[src/rtl/wide_sort_loader_if.sv]
// ---------------------------------------------------------------------------
// wide_sort_loader_if
// Purpose : bundles the serial element input channel and the wide frame
//           output channel of the wide sort loader.
// Signals : InData/InValid/InLast/InReady  - serial element stream
//           X/XCount/XValid/XReady          - assembled frame towards sorter
// Modports: master - the loader itself (drives InReady and the frame)
//           slave  - the environment (drives elements and XReady)
// ---------------------------------------------------------------------------
interface wide_sort_loader_if #(
  parameter int N = 4,
  parameter int M = 5
);
  localparam int CW = $clog2(M + 1);

  logic [N-1:0]  InData;
  logic          InValid;
  logic          InLast;
  logic          InReady;
  logic [N-1:0]  X [M-1:0];
  logic [CW-1:0] XCount;
  logic          XValid;
  logic          XReady;

  modport master (
    input  InData, InValid, InLast, XReady,
    output InReady, X, XCount, XValid
  );

  modport slave (
    output InData, InValid, InLast, XReady,
    input  InReady, X, XCount, XValid
  );
endinterface

[src/rtl/wide_sort_loader.sv]
// ---------------------------------------------------------------------------
// wide_sort_loader
// Purpose : collects a serial stream of N-bit elements into frames of M
//           slots for a wide sorter. A frame closes after M elements or on
//           an element flagged InLast; unused slots are filled with PAD.
//           A closed frame that cannot enter the output register yet is
//           parked internally and input is stalled until it moves on.
// Ports   : Clk   - single clock, rising edge
//           Reset - asynchronous, active-low reset
//           bus   - wide_sort_loader_if.master (element in, frame out)
// ---------------------------------------------------------------------------
module wide_sort_loader #(
  parameter int          N   = 4,
  parameter int          M   = 5,
  parameter int unsigned PAD = 2**N - 1
) (
  input  logic               Clk,
  input  logic               Reset,
  wide_sort_loader_if.master bus
);

  localparam int IW = $clog2(M);
  localparam int CW = $clog2(M + 1);

  typedef enum logic {
    FILL,
    PENDING
  } state_t;

  state_t        state_q, state_d;
  logic [IW-1:0] idx_q, idx_d;
  logic [N-1:0]  buf_q [M-1:0];
  logic [N-1:0]  buf_d [M-1:0];
  logic [CW-1:0] holdCount_q, holdCount_d;
  logic [N-1:0]  x_q [M-1:0];
  logic [N-1:0]  x_d [M-1:0];
  logic [CW-1:0] xCount_q, xCount_d;
  logic          xValid_q, xValid_d;

  logic          inReady;
  logic          accept;
  logic          closeFrame;
  logic          outFree;
  logic [N-1:0]  closed [M-1:0];
  logic [CW-1:0] closedCount;

  // Input is only offered while collecting and never while reset is held.
  assign inReady     = (state_q == FILL) && Reset;
  assign bus.InReady = inReady;
  assign bus.X       = x_q;
  assign bus.XCount  = xCount_q;
  assign bus.XValid  = xValid_q;

  // The closing frame is assembled on the fly: already stored slots, the
  // element arriving this cycle, and PAD beyond it. This lets a frame reach
  // the output register on the very edge it closes.
  always_comb begin
    accept      = bus.InValid && inReady;
    closeFrame  = accept && (bus.InLast || (idx_q == IW'(M - 1)));
    outFree     = !xValid_q || bus.XReady;
    closedCount = CW'(idx_q) + CW'(1);
    for (int i = 0; i < M; i++) begin
      if (i < int'(idx_q)) begin
        closed[i] = buf_q[i];
      end else if (i == int'(idx_q)) begin
        closed[i] = bus.InData;
      end else begin
        closed[i] = N'(PAD);
      end
    end
  end

  // Next-state logic. The collection buffer doubles as the parking place
  // for a closed frame in PENDING, since no element is accepted there.
  // A consumed output frame is dropped unless a new one replaces it.
  always_comb begin
    state_d     = state_q;
    idx_d       = idx_q;
    buf_d       = buf_q;
    holdCount_d = holdCount_q;
    x_d         = x_q;
    xCount_d    = xCount_q;
    xValid_d    = xValid_q && !bus.XReady;

    unique case (state_q)
      FILL: begin
        if (accept) begin
          buf_d[idx_q] = bus.InData;
          if (closeFrame) begin
            idx_d = '0;
            if (outFree) begin
              x_d      = closed;
              xCount_d = closedCount;
              xValid_d = 1'b1;
            end else begin
              buf_d       = closed;
              holdCount_d = closedCount;
              state_d     = PENDING;
            end
          end else begin
            idx_d = idx_q + IW'(1);
          end
        end
      end
      PENDING: begin
        if (bus.XReady) begin
          x_d      = buf_q;
          xCount_d = holdCount_q;
          xValid_d = 1'b1;
          state_d  = FILL;
        end
      end
      default: begin
        state_d = FILL;
      end
    endcase
  end

  // State registers; reset discards any partial or parked frame and
  // clears the visible output immediately.
  always_ff @(posedge Clk or negedge Reset) begin
    if (!Reset) begin
      state_q     <= FILL;
      idx_q       <= '0;
      holdCount_q <= '0;
      xCount_q    <= '0;
      xValid_q    <= 1'b0;
      for (int i = 0; i < M; i++) begin
        buf_q[i] <= '0;
        x_q[i]   <= '0;
      end
    end else begin
      state_q     <= state_d;
      idx_q       <= idx_d;
      buf_q       <= buf_d;
      holdCount_q <= holdCount_d;
      x_q         <= x_d;
      xCount_q    <= xCount_d;
      xValid_q    <= xValid_d;
    end
  end

endmodule

[src/flat_wrapper.sv]
// flat-port wrapper written by rule: the top's interface ports become plain ports
module wide_sort_loader_flat 
#(
  parameter int          N   = 4,
  parameter int          M   = 5,
  parameter int unsigned PAD = 2**N - 1
)
  (Clk, Reset, bus_InData, bus_InValid, bus_InLast, bus_XReady, bus_InReady, bus_X, bus_XCount, bus_XValid);
  wide_sort_loader_if #(.N(N), .M(M)) bus_i ();
  input  logic Clk;
  input  logic Reset;
  input wire logic [$bits(bus_i.InData)-1:0] bus_InData;
  input wire logic [$bits(bus_i.InValid)-1:0] bus_InValid;
  input wire logic [$bits(bus_i.InLast)-1:0] bus_InLast;
  input wire logic [$bits(bus_i.XReady)-1:0] bus_XReady;
  output wire logic [$bits(bus_i.InReady)-1:0] bus_InReady;
  output wire logic [$bits(bus_i.X)-1:0] bus_X;
  output wire logic [$bits(bus_i.XCount)-1:0] bus_XCount;
  output wire logic [$bits(bus_i.XValid)-1:0] bus_XValid;
  assign bus_i.InData = bus_InData;
  assign bus_i.InValid = bus_InValid;
  assign bus_i.InLast = bus_InLast;
  assign bus_i.XReady = bus_XReady;
  assign bus_InReady = bus_i.InReady;
  assign bus_X = {>>{bus_i.X}};
  assign bus_XCount = bus_i.XCount;
  assign bus_XValid = bus_i.XValid;
  wide_sort_loader #(.N(N), .M(M), .PAD(PAD)) u_core (.Clk(Clk), .Reset(Reset), .bus(bus_i));
endmodule
[config.mk]
export PLATFORM = sky130hd
export DESIGN_NAME = wide_sort_loader_flat
export DESIGN_NICKNAME = d
export VERILOG_FILES = /design/src/rtl/wide_sort_loader_if.sv /design/src/rtl/wide_sort_loader.sv /design/src/flat_wrapper.sv
export SDC_FILE = /design/constraint.sdc
export NUM_CORES = 1
export LEC_CHECK = 0
export CAP_MARGIN = 5
export CORE_MARGIN = 5
export CORE_UTILIZATION = 35
export CTS_CLUSTER_SIZE = 16
export DETAILED_ROUTE_END_ITERATION = 12
export PLACE_DENSITY = 0.58
export SLEW_MARGIN = 20
export SYNTH_ARGS = -nofsm -noshare
export SYNTH_HDL_FRONTEND = slang
export SYNTH_SLANG_ARGS = --single-unit
[constraint.sdc]
create_clock -name Clk -period 5.9 [get_ports Clk]
set_clock_uncertainty 0.05 [all_clocks]
set_input_delay 0.885 -clock Clk [delete_from_list [all_inputs] [get_ports Clk]]
set_output_delay 0.885 -clock Clk [all_outputs]
set_load 0.02 [all_outputs]
==> impl_metrics.json <==
{
  "status": "completed",
  "tightest_slew_ns": 0.702,
  "numCtsBuffers": 5,
  "vdd_drop_max_mv": 0.137,
  "synth_area_sq_um": 2690,
  "timing.final.crit_share": 0.557,
  "hold_viol_final": 0,
  "grt.overflow.total": 0,
  "crit_type": "input pin to output pin",
  "synth.avg_cell_area_sq_um": 11.6,
  "yosys_warnings": 0,
  "antenna_cells": 0,
  "drc": 0,
  "num_io_pins": 34,
  "coreArea_sq_um": 7610,
  "path_cells": "buf_2 > buf_4 > nor2b_1 > clkdlybuf4s50_1",
  "htree_num_levels": 2,
  "grt_max_degree": 57,
  "nets": 276,
  "numPortBuffers": 33,
  "drt_iter0_markers": 73,
  "ys.flop_type": "dfrtp_1",
  "first_global_vias": 1921,
  "cts_sinks": 51,
  "yosysUniqueCellTypes": 45,
  "setup_violations": 0,
  "async_flop_share": 1.00,
  "fp.dieW_microns": 97.7,
  "die_y_microns": 97.7,
  "wl_per_cell_microns": 16.1,
  "start_util": 0.354,
  "viasPerCell": 5.29,
  "fillCellCount": 745,
  "syn_inst": 233,
  "leakagePower_nw": 1.23,
  "clock-root-buffer": "clkbuf_8",
  "min-delay-path-class": "flip-flop to flip-flop",
  "ys_ff_latch": 51,
  "min_period_ns": 3.29,
  "syn_nets": 247,
  "drive_gt1_frac": 0.183,
  "whs_ns": 0.438,
  "setup_tns_ns": 0,
  "antenna_found_initial": 0,
  "slew_headroom": 0.532,
  "postCtsSetupBuffers": 0,
  "synth-edff-count": 0,
  "multi_input_area_sq_um": 1280,
  "cp-end-kind": "output pin",
  "clk_path_buf_depth": 2,
  "grt_pass1_wl_mm": 9.93,
  "finalMaxSlewViolations": 0,
  "clk_pin_slew_ns": 0.09,
  "yosysSeqAreaShare": 0.474,
  "gp_congestion": 0.829,
  "grt_use_total": 0.128,
  "cts_tree": "done",
  "critPathMaxStageDelay_ns": 0.61,
  "p_per_area_nw_per_um2": 420,
  "cp_max_fo": 56,
  "max_freq_mhz": 304,
  "critical_path.slowest_cell": "clkdlybuf4s50_1",
  "regArea_sq_um": 1280,
  "cts_resized": 0,
  "dp_hpwl_mm": 4.04,
  "ant_nets": 0,
  "drt-total-wl_mm": 5.89,
  "rows": 32,
  "grt_setup_unrepaired": "false",
  "cp.arrival_ns": 2.35,
  "num_vias": 1930,
  "dr.pass1.iters": 4,
  "cap_violations": 0,
  "syn2layout_area_growth_pct": 16.8,
  "crit_required_ns": 4.97,
  "hold_buffers": 0,
  "start_kind": "input pin",
  "dieArea_sq_um": 9540,
  "insertion_delay_ns": 0.30
}
-- sequential cells by signal, summed over array words and instances (netlist names) --
name and cells:
u_core.buf_q 20, u_core.bus.X 20, u_core.bus.XCount 3, u_core.bus.XValid 1, u_core.holdCount_q 3, u_core.idx_q 3
u_core.state_q 1
-- cell type report --
class / instances / area share
multi-input cells: 160 / 0.408
repair buffers: 34 / 0.106
flip-flops and latches: 51 / 0.406
clock buffers: 6 / 0.0231
well taps: 102 / 0.0406
inverters: 10 / 0.0119
clock inverters: 2 / 0.00398
-- power breakdown --
part	total (W)	switching, W	leakage, nW	internal (W)
Clock	0.000197	0.000114	0.0412	0.0000831
Sequential	0.000582	0.0000955	0.566	0.000487
Combinational	0.000541	0.000243	0.628	0.000298
-- cell families (layout without fill, tap and decap cells) --
| logic type | count (synthesis) | count (layout) | share of synthesized area |
|---|---|---|---|
| AOI/OAI and AO/OA | 66 | 66 | 0.174 |
| and+or+nand+nor | 54 | 54 | 0.107 |
| DFF | 51 | 51 | 0.474 |
| muxes | 35 | 35 | 0.172 |
| buffers and inverters | 22 | 52 | 0.0488 |
| adders and majority gates | 5 | 5 | 0.0232 |
-- cell usage in the layout, fill, tap and decap left out, types with 2 or more instances in the layout --
cell / synthesis / layout
a21oi_1: 9 / 9
a2bb2oi_1: 4 / 4
a31oi_1: 13 / 13
and3_1: 2 / 2
clkbuf_8: 0 / 5
clkdlybuf4s50_1: 0 / 32
dfrtp_1: 51 / 51
ha_1: 5 / 5
inv_1: 10 / 10
mux2_2: 11 / 11
mux2_4: 20 / 20
mux2i_1: 4 / 4
nand2_1: 10 / 10
nand2b_1: 2 / 2
nand3_1: 3 / 3
nand3b_1: 2 / 2
nor2_1: 19 / 19
nor2_2: 2 / 2
nor2b_1: 3 / 3
nor3_1: 2 / 2
o21ai_0: 12 / 12
o22a_1: 8 / 8
o22ai_1: 6 / 6
o32a_1: 4 / 4
or4b_1: 3 / 3
-- layer usage --
metal  wire length, microns  vias up  global-route usage  share of wire
li1                       -      922                   -              -
met1                   2770      959               0.176           0.47
met2                   2790       39               0.199           0.47
met3                    230       10              0.0266          0.039
met4                     96        0              0.0447          0.016
met5                      0        -                   0              0
-- worst paths after layout --
| path | depth (start not counted) | start | endpoint | slack [ns] |
|---|---|---|---|---|
| max | 4 | Reset | bus_InReady | 2.61 |
| max reg2reg | 6 | u_core.idx_q[1] | u_core.bus.XCount[0] | 3.29 |
| min | 2 | u_core.holdCount_q[2] | u_core.holdCount_q[2] | 0.44 |
| min reg2reg | 2 | u_core.holdCount_q[2] | u_core.holdCount_q[2] | 0.44 |
| max in group asynchronous | 2 | Reset | u_core.bus.XCount[2] | 4.69 |
| min in group asynchronous | 2 | Reset | u_core.buf_q[6] | 0.66 |
-- through the flow --
step | utilization | setup slack, ns | cell area [sq um] | power, W | std cells
after floorplan | - | 3.75 | 2690 | 0.000943 | 233
after CTS | 0.413 | 2.57 | 3140 | 0.00134 | 365
after global routing | 0.413 | 2.44 | 3140 | 0.00141 | 365
after detailed placement | 0.402 | 2.56 | 3060 | 0.00114 | 357
after global placement | 0.402 | 2.58 | 3060 | 0.00113 | 357
final | 0.413 | 2.61 | 3140 | 0.00132 | 365
-- synth_stat cells (2+ instances only) --
| cell type | n | area [sq um] |
|---|---|---|
| a21oi_1 | 9 | 45.0 |
| a2bb2oi_1 | 4 | 35.0 |
| a31oi_1 | 13 | 81.3 |
| and3_1 | 2 | 12.5 |
| buf_2 | 5 | 25.0 |
| buf_6 | 2 | 22.5 |
| buf_8 | 2 | 30.0 |
| dfrtp_1 | 51 | 1280 |
| ha_1 | 5 | 62.6 |
| inv_1 | 10 | 37.5 |
| mux2_2 | 11 | 124 |
| mux2_4 | 20 | 300 |
| mux2i_1 | 4 | 40.0 |
| nand2_1 | 10 | 37.5 |
| nand2b_1 | 2 | 12.5 |
| nand3_1 | 3 | 15.0 |
| nand3b_1 | 2 | 15.0 |
| nor2_1 | 19 | 71.3 |
| nor2_2 | 2 | 12.5 |
| nor2b_1 | 3 | 18.8 |
| nor3_1 | 2 | 10.0 |
| o21ai_0 | 12 | 60.1 |
| o22a_1 | 8 | 70.1 |
| o22ai_1 | 6 | 37.5 |
| o32a_1 | 4 | 40.0 |
| or4b_1 | 3 | 30.0 |
-- critical path, delay by kind of cell --
kind                   cells  cell delay [ns]
AND/OR/NAND/NOR            1             0.21
buffers and inverters      3             1.24
No activity file was read; power rests on OpenSTA's default activity.
